### src/rtl/hi_lo_muldiv_unit.sv
// Iterative multiply/divide engine that owns the architectural HI/LO registers.
// Uses shift-add multiply and restoring divide, one bit per cycle, with a final sign-fix cycle.
module hi_lo_muldiv_unit #(
  parameter int DATA_WIDTH   = 32,
  parameter int ALU_OP_WIDTH = 5,
  parameter logic [ALU_OP_WIDTH-1:0] ALU_OP_MUL  = 5'h18,
  parameter logic [ALU_OP_WIDTH-1:0] ALU_OP_MULU = 5'h19,
  parameter logic [ALU_OP_WIDTH-1:0] ALU_OP_DIV  = 5'h1a,
  parameter logic [ALU_OP_WIDTH-1:0] ALU_OP_DIVU = 5'h1b,
  parameter logic [ALU_OP_WIDTH-1:0] ALU_OP_MTHI = 5'h1c,
  parameter logic [ALU_OP_WIDTH-1:0] ALU_OP_MTLO = 5'h1d
) (
  input  logic                    clk,
  input  logic                    rst_n,
  input  logic                    en,
  input  logic                    req,
  input  logic [ALU_OP_WIDTH-1:0] op,
  input  logic [DATA_WIDTH-1:0]   rs,
  input  logic [DATA_WIDTH-1:0]   rt,
  input  logic                    flush,
  output logic [DATA_WIDTH-1:0]   hi,
  output logic [DATA_WIDTH-1:0]   lo,
  output logic                    busy,
  output logic                    done
);

  localparam int W  = DATA_WIDTH;
  localparam int CW = $clog2(DATA_WIDTH) + 1;
  localparam logic [CW-1:0] LAST_STEP = CW'(DATA_WIDTH - 1);

  typedef enum logic [1:0] {IDLE, MUL, DIV, FIX} state_t;

  state_t          state;
  logic [CW-1:0]   cnt;
  logic [2*W-1:0]  prod;
  logic [W-1:0]    mcand;
  logic [W-1:0]    rem;
  logic            neg_res;
  logic            neg_rem;
  logic            is_div_op;

  logic            is_mul;
  logic            is_div;
  logic            is_signed;
  logic            rs_neg;
  logic            rt_neg;
  logic [W-1:0]    rs_mag;
  logic [W-1:0]    rt_mag;
  logic [W:0]      mul_sum;
  logic [W:0]      div_shift;
  logic [W+1:0]    div_diff;
  logic [2*W-1:0]  prod_neg;
  logic [W-1:0]    quo_neg;
  logic [W-1:0]    rem_neg;

  // prod doubles as the multiply accumulator and, in its low half, the dividend/quotient shifter;
  // div_shift is the partial remainder for the current restoring step.
  always_comb begin
    is_mul    = (op == ALU_OP_MUL) || (op == ALU_OP_MULU);
    is_div    = (op == ALU_OP_DIV) || (op == ALU_OP_DIVU);
    is_signed = (op == ALU_OP_MUL) || (op == ALU_OP_DIV);
    rs_neg    = is_signed & rs[W-1];
    rt_neg    = is_signed & rt[W-1];
    rs_mag    = rs_neg ? -rs : rs;
    rt_mag    = rt_neg ? -rt : rt;
    mul_sum   = {1'b0, prod[2*W-1:W]} + (prod[0] ? {1'b0, mcand} : {(W+1){1'b0}});
    div_shift = {rem, prod[W-1]};
    div_diff  = {1'b0, div_shift} - {2'b00, mcand};
    prod_neg  = -prod;
    quo_neg   = -prod[W-1:0];
    rem_neg   = -rem;
  end

  always_ff @(posedge clk or negedge rst_n) begin
    if (!rst_n) begin
      state     <= IDLE;
      cnt       <= '0;
      prod      <= '0;
      mcand     <= '0;
      rem       <= '0;
      neg_res   <= 1'b0;
      neg_rem   <= 1'b0;
      is_div_op <= 1'b0;
      hi        <= '0;
      lo        <= '0;
      busy      <= 1'b0;
      done      <= 1'b0;
    end else begin
      done <= 1'b0;
      case (state)
        IDLE: begin
          if (en && req && !flush && (is_mul || is_div)) begin
            busy      <= 1'b1;
            cnt       <= '0;
            rem       <= '0;
            neg_res   <= rs_neg ^ rt_neg;
            neg_rem   <= rs_neg;
            is_div_op <= is_div;
            if (is_mul) begin
              prod  <= {{W{1'b0}}, rt_mag};
              mcand <= rs_mag;
              state <= MUL;
            end else if (rt == '0) begin
              // Divide by zero: preload the fixed result so FIX emits lo=all-ones, hi=rs.
              prod    <= {{W{1'b0}}, {W{1'b1}}};
              rem     <= rs;
              mcand   <= '0;
              neg_res <= 1'b0;
              neg_rem <= 1'b0;
              state   <= FIX;
            end else begin
              prod  <= {{W{1'b0}}, rs_mag};
              mcand <= rt_mag;
              state <= DIV;
            end
          end else if (en && op == ALU_OP_MTHI) begin
            hi <= rs;
          end else if (en && op == ALU_OP_MTLO) begin
            lo <= rs;
          end
        end
        MUL: begin
          if (flush) begin
            busy  <= 1'b0;
            state <= IDLE;
          end else begin
            prod <= {mul_sum, prod[W-1:1]};
            cnt  <= cnt + CW'(1);
            if (cnt == LAST_STEP) state <= FIX;
          end
        end
        DIV: begin
          if (flush) begin
            busy  <= 1'b0;
            state <= IDLE;
          end else begin
            rem            <= div_diff[W+1] ? div_shift[W-1:0] : div_diff[W-1:0];
            prod[W-1:0]    <= {prod[W-2:0], ~div_diff[W+1]};
            cnt            <= cnt + CW'(1);
            if (cnt == LAST_STEP) state <= FIX;
          end
        end
        FIX: begin
          busy  <= 1'b0;
          state <= IDLE;
          if (!flush) begin
            done <= 1'b1;
            if (is_div_op) begin
              lo <= neg_res ? quo_neg : prod[W-1:0];
              hi <= neg_rem ? rem_neg : rem;
            end else begin
              {hi, lo} <= neg_res ? prod_neg : prod;
            end
          end
        end
        default: begin
          busy  <= 1'b0;
          state <= IDLE;
        end
      endcase
    end
  end

endmodule

### config.mk
export PLATFORM = sky130hd
export DESIGN_NAME = hi_lo_muldiv_unit
export DESIGN_NICKNAME = d
export VERILOG_FILES = /design/src/rtl/hi_lo_muldiv_unit.sv
export SDC_FILE = /design/constraint.sdc
export NUM_CORES = 1
export LEC_CHECK = 0
export CORE_MARGIN = 4
export CORE_UTILIZATION = 45
export CTS_BUF_LIST = sky130_fd_sc_hd__clkbuf_4 sky130_fd_sc_hd__clkbuf_8 sky130_fd_sc_hd__clkbuf_16
export DETAILED_ROUTE_END_ITERATION = 8
export DONT_BUFFER_PORTS = 1
export GPL_ROUTABILITY_DRIVEN = 0
export PLACE_DENSITY = 0.6
export SLEW_MARGIN = 20
export SYNTH_ARGS = -nofsm -noshare
export SYNTH_HDL_FRONTEND = slang
export SYNTH_SLANG_ARGS = --single-unit
### constraint.sdc
create_clock -name clk -period 4.5 [get_ports clk]
set_input_delay 0.9 -clock clk [delete_from_list [all_inputs] [get_ports clk]]
set_output_delay 0.9 -clock clk [all_outputs]
set_load 0.03 [all_outputs]
==> metrics.yaml <==
synth:
  synth_top_area_share_pct: 30.07
  syn_area_um2: 17060
  yosysWarnings: 0
  syn_avg_cell_area_um2: 7.772
  postSynth.asyncResetShare_pct: 100.0
  synth_edf_count: 0
  syn_inst: 2195
  synth.distinct_cells: 80
  ys_ff_latch: 205
  syn-num-nets: 2344
  ys_seq_area_share_pct: 30.07
  synth_flop_cell: "dfrtp_1"
  synth.area.top_cells: "dfrtp_1, a21oi_1, o21ai_0, ha_1, nand2_1"
  yosysTopAreaCell: "dfrtp_1"
clock_network:
  cts_resized: 0
  cts_max_level: 1
  cts_setup_buffers: 0
  clk_pin_slew_worst_paths_ns: 0.06
  tritoncts: "yes"
  hold_buffers: 0
  ctsRootBufferMaster: "clkbuf_16"
  cts_num_sinks: 205
  cts_buffer_depth: 3
  clk_latency_ns: 0.57
  numCtsBuffers: 25
worst_setup_path:
  worstRegToRegCells: 12
  critPathMaxFanout: 20
  crit_type: "flop to flop"
  r2r_setup_slack_ns: 0.53
  r2r_start: "prod[0]"
  arrival_ns: 4.46
  cp-start-kind: "flop"
  regToRegEndpoint: "prod[62]"
  crit_required_ns: 4.99
  endpoint_kind: "flop"
global_route:
  grt_pass1_wl_um: 101200
  grt_pass1_vias: 15916
  grt_max_degree: 206
  antenna_found_initial: 6
  grt_use_total_pct: 32.11
  gr-total-overflow: 0
sta:
  finClkSkew_ns: 0.02154
  holdWs_ns: 0.02681
  fin_crit_ns: 3.970
  fmax_mhz: 251.9
  fin_crit_sh_pct: 88.22
  rsz0062_at_grt: "no"
  finalSetupViolations: 0
  finalHoldViolations: 0
  slew_viol_final: 0
  slew_headroom_pct: 24.13
  fin_setup_tns_ns: 0
  worstMarginPinSlew_ns: 1.138
routing:
  first_pass_iters: 6
  wirelength_um: 68680
  drtIter0Drc: 1954
  wire_per_inst_um: 25.89
  routed_via_density: 6.502
  remaining_drc_errors: 0
  num_vias: 17250
  ant_nets: 0
floorplanning:
  die_h_um: 202.7
  die_area_um2: 41090
  ios: 140
  start_util_pct: 45.50
  fp.dieW_um: 202.7
  core.rowCount: 71
  coreArea_um2: 37490
layout:
  nets: 2272
  fillers: 3733
  layout.cells.non_filler: 2653
  layout_commonest_cell: "nand2_1"
  final_cell_mix: "nand2_1, a21oi_1, dfrtp_1"
  layout-drive-gt1-share_pct: 5.896
  postLayoutCellArea_um2: 18410
  area_growth_pct: 7.922
power_and_ir_drop:
  fin_total_pwr_w: 0.01376
  p_leak_nw: 7.912
  p_seq_share_pct: 31.1
  p_int_w: 0.006631
  switchingPower_w: 0.007131
  combPwrFrac_pct: 53.0
  p_per_area_nw_per_um2: 747.6
  power.clock.fraction_pct: 15.9
  p_sw_share_pct: 51.82
  ir_worst_vdd_mv: 0.3945
min_path:
  worstHoldPathType: "input port to async pin"
place:
  io_buffer_count: 0
  hpwl_um: 51820
  dp.cells: 2607
  postPlaceCellArea_um2: 17540
run_status:
  outcome: "completed"
flow_run:
  max_cap_viol_count: 0
==> cell type report <==
class | count | area (µm²) | area share [%]
Tap cell | 511 | 639.4 | 3.473
Sequential cell | 205 | 5131 | 27.87
Clock inverter | 7 | 125.1 | 0.6796
Clock buffer | 34 | 737.0 | 4.003
Inverter | 65 | 244.0 | 1.325
Multi-Input combinational cell | 1776 | 11130 | 60.47
Timing Repair Buffer | 50 | 387.9 | 2.107
Antenna cell | 5 | 12.51 | 0.06796
==> flip-flops by register name, indices dropped and copies added, names as in the netlist <==
name	flops
prod	64
is_div_op	1
neg_res	1
done	1
cnt	6
neg_rem	1
rem	32
mcand	32
state	2
hi	32
lo	32
busy	1
==> cells in the mapped netlist, types with 13 or more instances <==
cell and instances:
a221oi_1 19, and3_1 36, a22o_1 34, xnor2_1 96
clkbuf_1 137, o21ai_0 202, o21ai_1 17, nor2b_1 13
nand2_1 241, o211ai_1 18, or3_1 30, nor4_1 14
a211oi_1 24, dfrtp_1 205, a21o_1 44, xor2_1 101
a21oi_1 215, inv_1 65, o31ai_1 37, o22ai_1 18
mux2i_1 13, a31oi_1 22, a22oi_1 17, ha_1 73
o21a_1 13, nand3_1 50, or4_1 16, o41ai_1 20
nor2_1 200, nand2b_1 18, nor3_1 45
==> per-stage QoR <==
stage | worst slack, ns | util (%)
after floorplan | 0.9789 | -
after detailed placement | 0.6263 | 46.78
after global routing | 0.3050 | 49.09
after global placement | 0.7369 | 46.77
after CTS | 0.6053 | 49.08
final | 0.5302 | 49.11
==> cell families (layout without fill, tap and decap cells) <==
family	after synthesis	count (layout)	share of synthesized area, %
AND/OR/NAND/NOR	710	710	19.50
buffers and inverters	214	156	4.826
multiplexers	23	23	1.445
flip-flops	205	205	30.07
XOR/XNOR	197	197	10.11
other	0	5	0
AO/OA/AOI/OAI	771	771	28.46
adder cells (fa/ha/maj)	75	75	5.589
==> power groups by stage <==
stage	Combinational [W]	Clock, W	Sequential (W)
2_1_floorplan	0.00542	0	0.00376
3_3_place_gp	0.00701	0	0.00424
3_5_place_dp	0.00710	0	0.00427
4_1_cts	0.00714	0.00220	0.00423
5_1_grt	0.00798	0.00228	0.00436
6_report	0.00729	0.00218	0.00429
==> routing by layer <==
metal,vias up,track usage (%),part of all wire (%)
li1,7822,-,-
met1,8238,45.48,42
met2,1035,46.35,41
met3,155,8.641,13
met4,0,13.36,4.5
met5,-,0,0
==> critical path, cell delays in order (launching register included) <==
cell	delay, ns
dfrtp_1	0.51
inv_1	0.58
nor2_1	0.12
ha_1	0.38
o211ai_1	0.11
o21a_1	0.21
a21oi_1	0.43
and3_1	0.26
o311a_1	0.16
o22a_1	0.24
a311oi_1	0.15
or4b_2	0.63
nand3_1	0.11
==> how the worst max path moves through the flow <==
stage	from	to	slack, ns	cells past startpoint
3_3_place_gp	prod[0]	prod[62]	0.74	12
6_report	prod[0]	prod[62]	0.53	12
2_1_floorplan	rt[23]	rem[29]	0.98	9
4_1_cts	prod[0]	prod[62]	0.61	12
5_1_grt	prod[0]	prod[62]	0.30	12
3_5_place_dp	prod[0]	prod[62]	0.63	13
Power figures use the tool's default switching activity.
